--- config.mk ---
export PLATFORM = sky130hd
export DESIGN_NAME = countdown_timer_ctrl
export DESIGN_NICKNAME = d
export VERILOG_FILES = /design/src/rtl/countdown_timer_ctrl.sv
export SDC_FILE = /design/constraint.sdc
export NUM_CORES = 1
export LEC_CHECK = 0
export CAP_MARGIN = 10
export CORE_ASPECT_RATIO = 1.2
export CORE_MARGIN = 4
export CORE_UTILIZATION = 57
export CTS_CLUSTER_DIAMETER = 120
export CTS_CLUSTER_SIZE = 16
export DETAILED_ROUTE_END_ITERATION = 16
export GPL_ROUTABILITY_DRIVEN = 0
export PLACE_DENSITY = 0.77
export SYNTH_ARGS = -nofsm -noshare
export SYNTH_HDL_FRONTEND = slang
export SYNTH_SLANG_ARGS = --single-unit
export TNS_END_PERCENT = 20
--- constraint.sdc ---
create_clock -name clk -period 2.62 [get_ports clk]
set_clock_uncertainty 0.1 [all_clocks]
set_input_delay 0.655 -clock clk [delete_from_list [all_inputs] [get_ports clk]]
set_output_delay 0.655 -clock clk [all_outputs]
set_load 0.05 [all_outputs]
--- src/rtl/countdown_timer_ctrl.sv ---
// Front-panel sequencer: debounced buttons -> count_down_timer set/reset/play/stop pulses plus BCD preset editing.
// Latency: state/pulses update 1 cycle after a button rises; no backpressure, edges inside the 2-cycle post-pulse guard are dropped.
module countdown_timer_ctrl #(
    parameter int BLINK_HALF  = 2_500_000,
    parameter int RING_CYCLES = 50_000_000,
    parameter int HOUR_MAX    = 23
) (
    input  logic       clk,
    input  logic       rst,
    input  logic       btn_mode,
    input  logic       btn_next,
    input  logic       btn_up,
    input  logic       btn_start,
    input  logic       tmr_ring,
    input  logic       tmr_counting,
    output logic [7:0] hour_bcd,
    output logic [7:0] minute_bcd,
    output logic [7:0] second_bcd,
    output logic       tmr_set,
    output logic       tmr_reset,
    output logic       tmr_play,
    output logic       tmr_stop,
    output logic [2:0] state,
    output logic [1:0] edit_field,
    output logic       blink
);

    typedef enum logic [2:0] {
        IDLE   = 3'd0,
        EDIT_H = 3'd1,
        EDIT_M = 3'd2,
        EDIT_S = 3'd3,
        RUN    = 3'd4,
        PAUSE  = 3'd5,
        RING   = 3'd6
    } state_t;

    localparam int BW = (BLINK_HALF > 1) ? $clog2(BLINK_HALF) : 1;
    localparam int RW = (RING_CYCLES > 1) ? $clog2(RING_CYCLES) : 1;
    localparam logic [BW-1:0] BLINK_LAST   = BW'(BLINK_HALF - 1);
    localparam logic [RW-1:0] RING_LAST    = RW'(RING_CYCLES - 1);
    localparam logic [7:0]    HOUR_MAX_BCD = {4'(HOUR_MAX / 10), 4'(HOUR_MAX % 10)};

    function automatic logic [7:0] bcd_inc(input logic [7:0] v, input logic [7:0] max);
        if (v == max)
            return 8'h00;
        if (v[3:0] == 4'd9)
            return {v[7:4] + 4'd1, 4'd0};
        return {v[7:4], v[3:0] + 4'd1};
    endfunction

    function automatic logic is_edit(input state_t s);
        return (s == EDIT_H) || (s == EDIT_M) || (s == EDIT_S);
    endfunction

    state_t          state_q, state_nxt;
    logic            mode_q, next_q, up_q, start_q, ring_q, counting_q;
    logic [1:0]      guard_cnt;
    logic [BW-1:0]   blink_cnt;
    logic [RW-1:0]   ring_cnt;
    logic [7:0]      hour_nxt, minute_nxt, second_nxt;
    logic            set_nxt, reset_nxt, play_nxt, stop_nxt;
    logic            guard, mode_e, start_e, next_e, up_e;
    logic            start_act, next_act, up_act, any_btn, ring_rise, cnt_fall;

    // Edges inside the guard window are discarded, not deferred.
    assign guard     = (guard_cnt != 2'd0);
    assign mode_e    = btn_mode  & ~mode_q  & ~guard;
    assign start_e   = btn_start & ~start_q & ~guard;
    assign next_e    = btn_next  & ~next_q  & ~guard;
    assign up_e      = btn_up    & ~up_q    & ~guard;
    assign start_act = start_e & ~mode_e;
    assign next_act  = next_e & ~mode_e & ~start_e;
    assign up_act    = up_e & ~mode_e & ~start_e & ~next_e;
    assign any_btn   = mode_e | start_e | next_e | up_e;
    assign ring_rise = tmr_ring & ~ring_q;
    assign cnt_fall  = ~tmr_counting & counting_q;

    always_comb begin
        state_nxt  = state_q;
        hour_nxt   = hour_bcd;
        minute_nxt = minute_bcd;
        second_nxt = second_bcd;
        set_nxt    = 1'b0;
        reset_nxt  = 1'b0;
        play_nxt   = 1'b0;
        stop_nxt   = 1'b0;
        case (state_q)
            IDLE: begin
                if (mode_e) begin
                    state_nxt = EDIT_H;
                end else if (start_act) begin
                    play_nxt  = 1'b1;
                    state_nxt = RUN;
                end
            end
            EDIT_H, EDIT_M, EDIT_S: begin
                if (mode_e) begin
                    set_nxt   = 1'b1;
                    state_nxt = IDLE;
                end else if (next_act) begin
                    state_nxt = (state_q == EDIT_H) ? EDIT_M :
                                (state_q == EDIT_M) ? EDIT_S : EDIT_H;
                end else if (up_act) begin
                    if (state_q == EDIT_H)
                        hour_nxt = bcd_inc(hour_bcd, HOUR_MAX_BCD);
                    else if (state_q == EDIT_M)
                        minute_nxt = bcd_inc(minute_bcd, 8'h59);
                    else
                        second_nxt = bcd_inc(second_bcd, 8'h59);
                end
            end
            RUN: begin
                if (mode_e) begin
                    reset_nxt = 1'b1;
                    state_nxt = IDLE;
                end else if (start_act) begin
                    stop_nxt  = 1'b1;
                    state_nxt = PAUSE;
                end else if (ring_rise) begin
                    state_nxt = RING;
                end else if (cnt_fall && !tmr_ring) begin
                    state_nxt = IDLE;
                end
            end
            PAUSE: begin
                if (mode_e) begin
                    reset_nxt = 1'b1;
                    state_nxt = IDLE;
                end else if (start_act) begin
                    play_nxt  = 1'b1;
                    state_nxt = RUN;
                end
            end
            RING: begin
                if (any_btn || ring_cnt == RING_LAST) begin
                    reset_nxt = 1'b1;
                    state_nxt = IDLE;
                end
            end
            default: state_nxt = IDLE;
        endcase
    end

    always_ff @(posedge clk) begin
        if (rst) begin
            state_q    <= IDLE;
            hour_bcd   <= 8'h00;
            minute_bcd <= 8'h00;
            second_bcd <= 8'h10;
            tmr_set    <= 1'b0;
            tmr_reset  <= 1'b0;
            tmr_play   <= 1'b0;
            tmr_stop   <= 1'b0;
            mode_q     <= 1'b0;
            next_q     <= 1'b0;
            up_q       <= 1'b0;
            start_q    <= 1'b0;
            ring_q     <= 1'b0;
            counting_q <= 1'b0;
            guard_cnt  <= 2'd0;
            blink_cnt  <= '0;
            blink      <= 1'b0;
            ring_cnt   <= '0;
        end else begin
            state_q    <= state_nxt;
            hour_bcd   <= hour_nxt;
            minute_bcd <= minute_nxt;
            second_bcd <= second_nxt;
            tmr_set    <= set_nxt;
            tmr_reset  <= reset_nxt;
            tmr_play   <= play_nxt;
            tmr_stop   <= stop_nxt;
            mode_q     <= btn_mode;
            next_q     <= btn_next;
            up_q       <= btn_up;
            start_q    <= btn_start;
            ring_q     <= tmr_ring;
            counting_q <= tmr_counting;
            if (set_nxt | reset_nxt | play_nxt | stop_nxt)
                guard_cnt <= 2'd2;
            else if (guard)
                guard_cnt <= guard_cnt - 2'd1;
            // Blink phase restarts only when coming from outside the edit states.
            if (!is_edit(state_nxt) || !is_edit(state_q)) begin
                blink_cnt <= '0;
                blink     <= 1'b0;
            end else if (blink_cnt == BLINK_LAST) begin
                blink_cnt <= '0;
                blink     <= ~blink;
            end else begin
                blink_cnt <= blink_cnt + BW'(1);
            end
            ring_cnt <= (state_q == RING) ? ring_cnt + RW'(1) : '0;
        end
    end

    assign state = state_q;

    always_comb begin
        edit_field = 2'd0;
        case (state_q)
            EDIT_H:  edit_field = 2'd1;
            EDIT_M:  edit_field = 2'd2;
            EDIT_S:  edit_field = 2'd3;
            default: edit_field = 2'd0;
        endcase
    end

endmodule

==> metrics.csv, run 1 <==
metric;value;unit
grt_antenna_before_repair;0;
drtAntennaViolNets;0;
grt_pass1_vias;3597;
synth_nets;527;
wl_met1;4410;um
final_hold_viol_count;0;
status;complete, no violations;
period_needed;2560;ps
ys.flop_type;dfxtp_1;
crit_type;flip-flop to output port;
finalWirelength;9580;um
worstPathMaxFanout;10;
io_pins;42;
ir_worst_vdd;0.345;mV
clock_power_share;33.5;%
postCtsHoldBufs;0;
async_flop_share;0;%
worst_pin_slew;602;ps
power.density;475;nW/um2
wire_per_inst;14.6;um
switching_share;26.5;%
drive_above_1_share;10.8;%
crit_arrival;1810;ps
yosys_warnings;0;
wl_met2;4770;um
setup_viol;0;
combinationalPowerShare;11.4;%
drtIter0Drc;150;
critPathBufInv;1;
maxCapViolCount;0;
period_share;97.7;%
synth_area;4340;um2
die_area;9070;um2
via_count;3838;
yosysSeqAreaShare;40.6;%
synth_cell_types;52;
dpl_cell_area;4960;um2
cts_buffers;9;
clk_path_buf_depth;2;
dpl.cell_count;638;
power_frac_seq;55.0;%
p_int;1.83;mW
worstHoldPathType;flip-flop to flip-flop;
dp_hpwl;6740;um
p_switching;0.659;mW
die_h;104;um
drc_errors;0;
cts_max_level;3;
rsz0062_at_grt;false;
finalInstanceArea;5230;um2
diodes;0;
leakage;1.70;nW
fmax;391;MHz
core-area;7320;um2
end_kind;output port;
start_util;59.3;%
maxSlewViolCount;0;
stdcell_count;657;
grt_max_degree;39;
rows;34;
synthCells;505;
slowest_delay;880;ps
drtPass1Iterations;5;
worstPathCellList;clkdlybuf4s50_1;
path_delay_family;buffers and inverters;
fillers;611;
clk-insertion-delay-late;350;ps
synth_enable_flop_cells;0;
ys_ff_latch;88;
grt_overflow;0;
cts_root_buf;clkbuf_8;
grt_usage;21.0;%
clock-sinks;88;
clk_pin_slew;90;ps
met3_length;314;um
cts_tree;yes;
die-width;87.6;um
area_delta_synth_final;20.6;%
crit_required;1870;ps
slew_headroom;59.7;%
grt_pass1_wl;16000;um
fin_util;71.5;%
via_per_inst;5.84;
syn_area_per_cell;8.58;um2
crit_path_start_kind;flip-flop;
highest_layer;met4;
portBuffers;41;
cp_slowest_cell;clkdlybuf4s50_1;
nets;585;
==> sequential cells by signal, summed over array words and instances, names as in the netlist <==
register and cells:
blink_cnt 22, minute_bcd 8, counting_q 1, mode_q 1, ring_cnt 26, up_q 1, second_bcd 8, tmr_reset 1
guard_cnt 2, state 3, tmr_play 1, tmr_set 1, start_q 1, hour_bcd 8, next_q 1, tmr_stop 1
blink 1, ring_q 1
==> layout make-up <==
type / instances / area, um2 / area share (%)
flip-flops and latches: 88 / 1760 / 33.7
clock inverters: 5 / 33.8 / 0.646
inverters: 23 / 86.3 / 1.65
well taps: 90 / 113 / 2.15
multi-input cells: 373 / 2430 / 46.5
clock buffers: 10 / 138 / 2.63
repair buffers: 68 / 667 / 12.8
==> layout by cell type (no fill, tap or decap), drive strengths merged, types with 3 or more instances in the layout <==
| master | n |
|---|---|
| o21ai | 21 |
| buf | 29 |
| nand3 | 22 |
| nor4 | 14 |
| a21oi | 27 |
| or4 | 14 |
| nor4b | 5 |
| clkbuf | 11 |
| and3b | 3 |
| ha | 14 |
| mux2i | 3 |
| nand4 | 16 |
| nand2 | 33 |
| nor3 | 16 |
| nor2 | 49 |
| dfxtp | 88 |
| o31a | 3 |
| a211oi | 20 |
| o21a | 3 |
| nand2b | 8 |
| xnor2 | 22 |
| and3 | 9 |
| or2 | 3 |
| clkinv | 3 |
| nor2b | 10 |
| clkdlybuf4s50 | 37 |
| a311oi | 3 |
| or3 | 12 |
| inv | 23 |
| a41oi | 3 |
| and4 | 3 |
| xor2 | 17 |
==> stage by stage <==
stage	TNS [ps]	hold slack (ps)	setup slack, ps	total power, mW
floorplan	0	318	250	1.56
global placement	-6860	330	-224	1.65
detailed placement	-7800	342	-266	1.66
CTS	0	359	63.1	2.48
global route	0	390	4.63	2.59
finish	0	352	59.2	2.49
==> cell families (layout without fill, tap and decap cells) <==
| group | Yosys count | in the layout | synth area share (%) |
|---|---|---|---|
| muxes | 3 | 3 | 0.693 |
| xor gates and xnor gates | 39 | 39 | 7.88 |
| buffers and inverters | 44 | 106 | 4.33 |
| AOI/OAI and AO/OA | 93 | 93 | 14.2 |
| adders and majority gates | 14 | 14 | 4.04 |
| DFF | 88 | 88 | 40.6 |
| and+or+nand+nor | 224 | 224 | 28.3 |
==> cell usage after synthesis, types with 3 or more instances <==
cell	instances	area [um2]
and3_1	9	56.3
o21ai_0	21	105
xor2_1	17	149
nor2b_1	10	62.6
mux2i_1	3	30.0
a21oi_1	27	135
nor4_1	13	81.3
nor3_1	15	75.1
dfxtp_1	88	1760
clkbuf_1	11	41.3
and3b_1	3	26.3
or4_1	14	105
xnor2_1	22	193
o31a_1	3	26.3
nor2_1	49	184
nand4_1	16	100
o21a_1	3	22.5
a41oi_1	3	26.3
inv_1	23	86.3
or2_2	3	18.8
and4_1	3	26.3
ha_1	14	175
nand3_1	21	105
a211oi_1	20	150
or3_1	12	75.1
buf_2	5	25.0
nor4b_1	5	43.8
nand2b_1	8	50.1
nand2_1	33	124
==> final timing paths <==
kind	from	to	slack [ps]	cells after the start
max	state[0]	state[0]	60	1
min	ring_cnt[0]	ring_cnt[0]	350	1
max reg2reg	guard_cnt[1]	blink_cnt[6]	300	7
min reg2reg	ring_cnt[0]	ring_cnt[0]	350	1
==> power by group through the flow <==
stage	clock network [mW]	registers, mW	logic, mW
floorplan	0	1.41	0.145
global placement	0	1.40	0.256
detailed placement	0	1.40	0.259
CTS	0.855	1.37	0.260
global route	0.919	1.37	0.306
finish	0.834	1.37	0.284
==> repair_timing <==
action                     CTS  global route
setup endpoints to repair    0             9
buffers inserted             0             2
resized for setup            0            10
==> routing by layer <==
layer | global-route usage [%] | vias up
met1 | 27.0 | 1826
met4 | 5.15 | 0
met2 | 35.6 | 54
met3 | 4.45 | 11
met5 | 0 | -
li1 | - | 1947
Note: power is estimated with default switching activity, not from simulation.
==> inputs of run 2 (changes only) <==
GPL_ROUTABILITY_DRIVEN = default   (was 0)
==> results of run 2 <==
Final layout, timing and power as in run 1 (identical DEF).
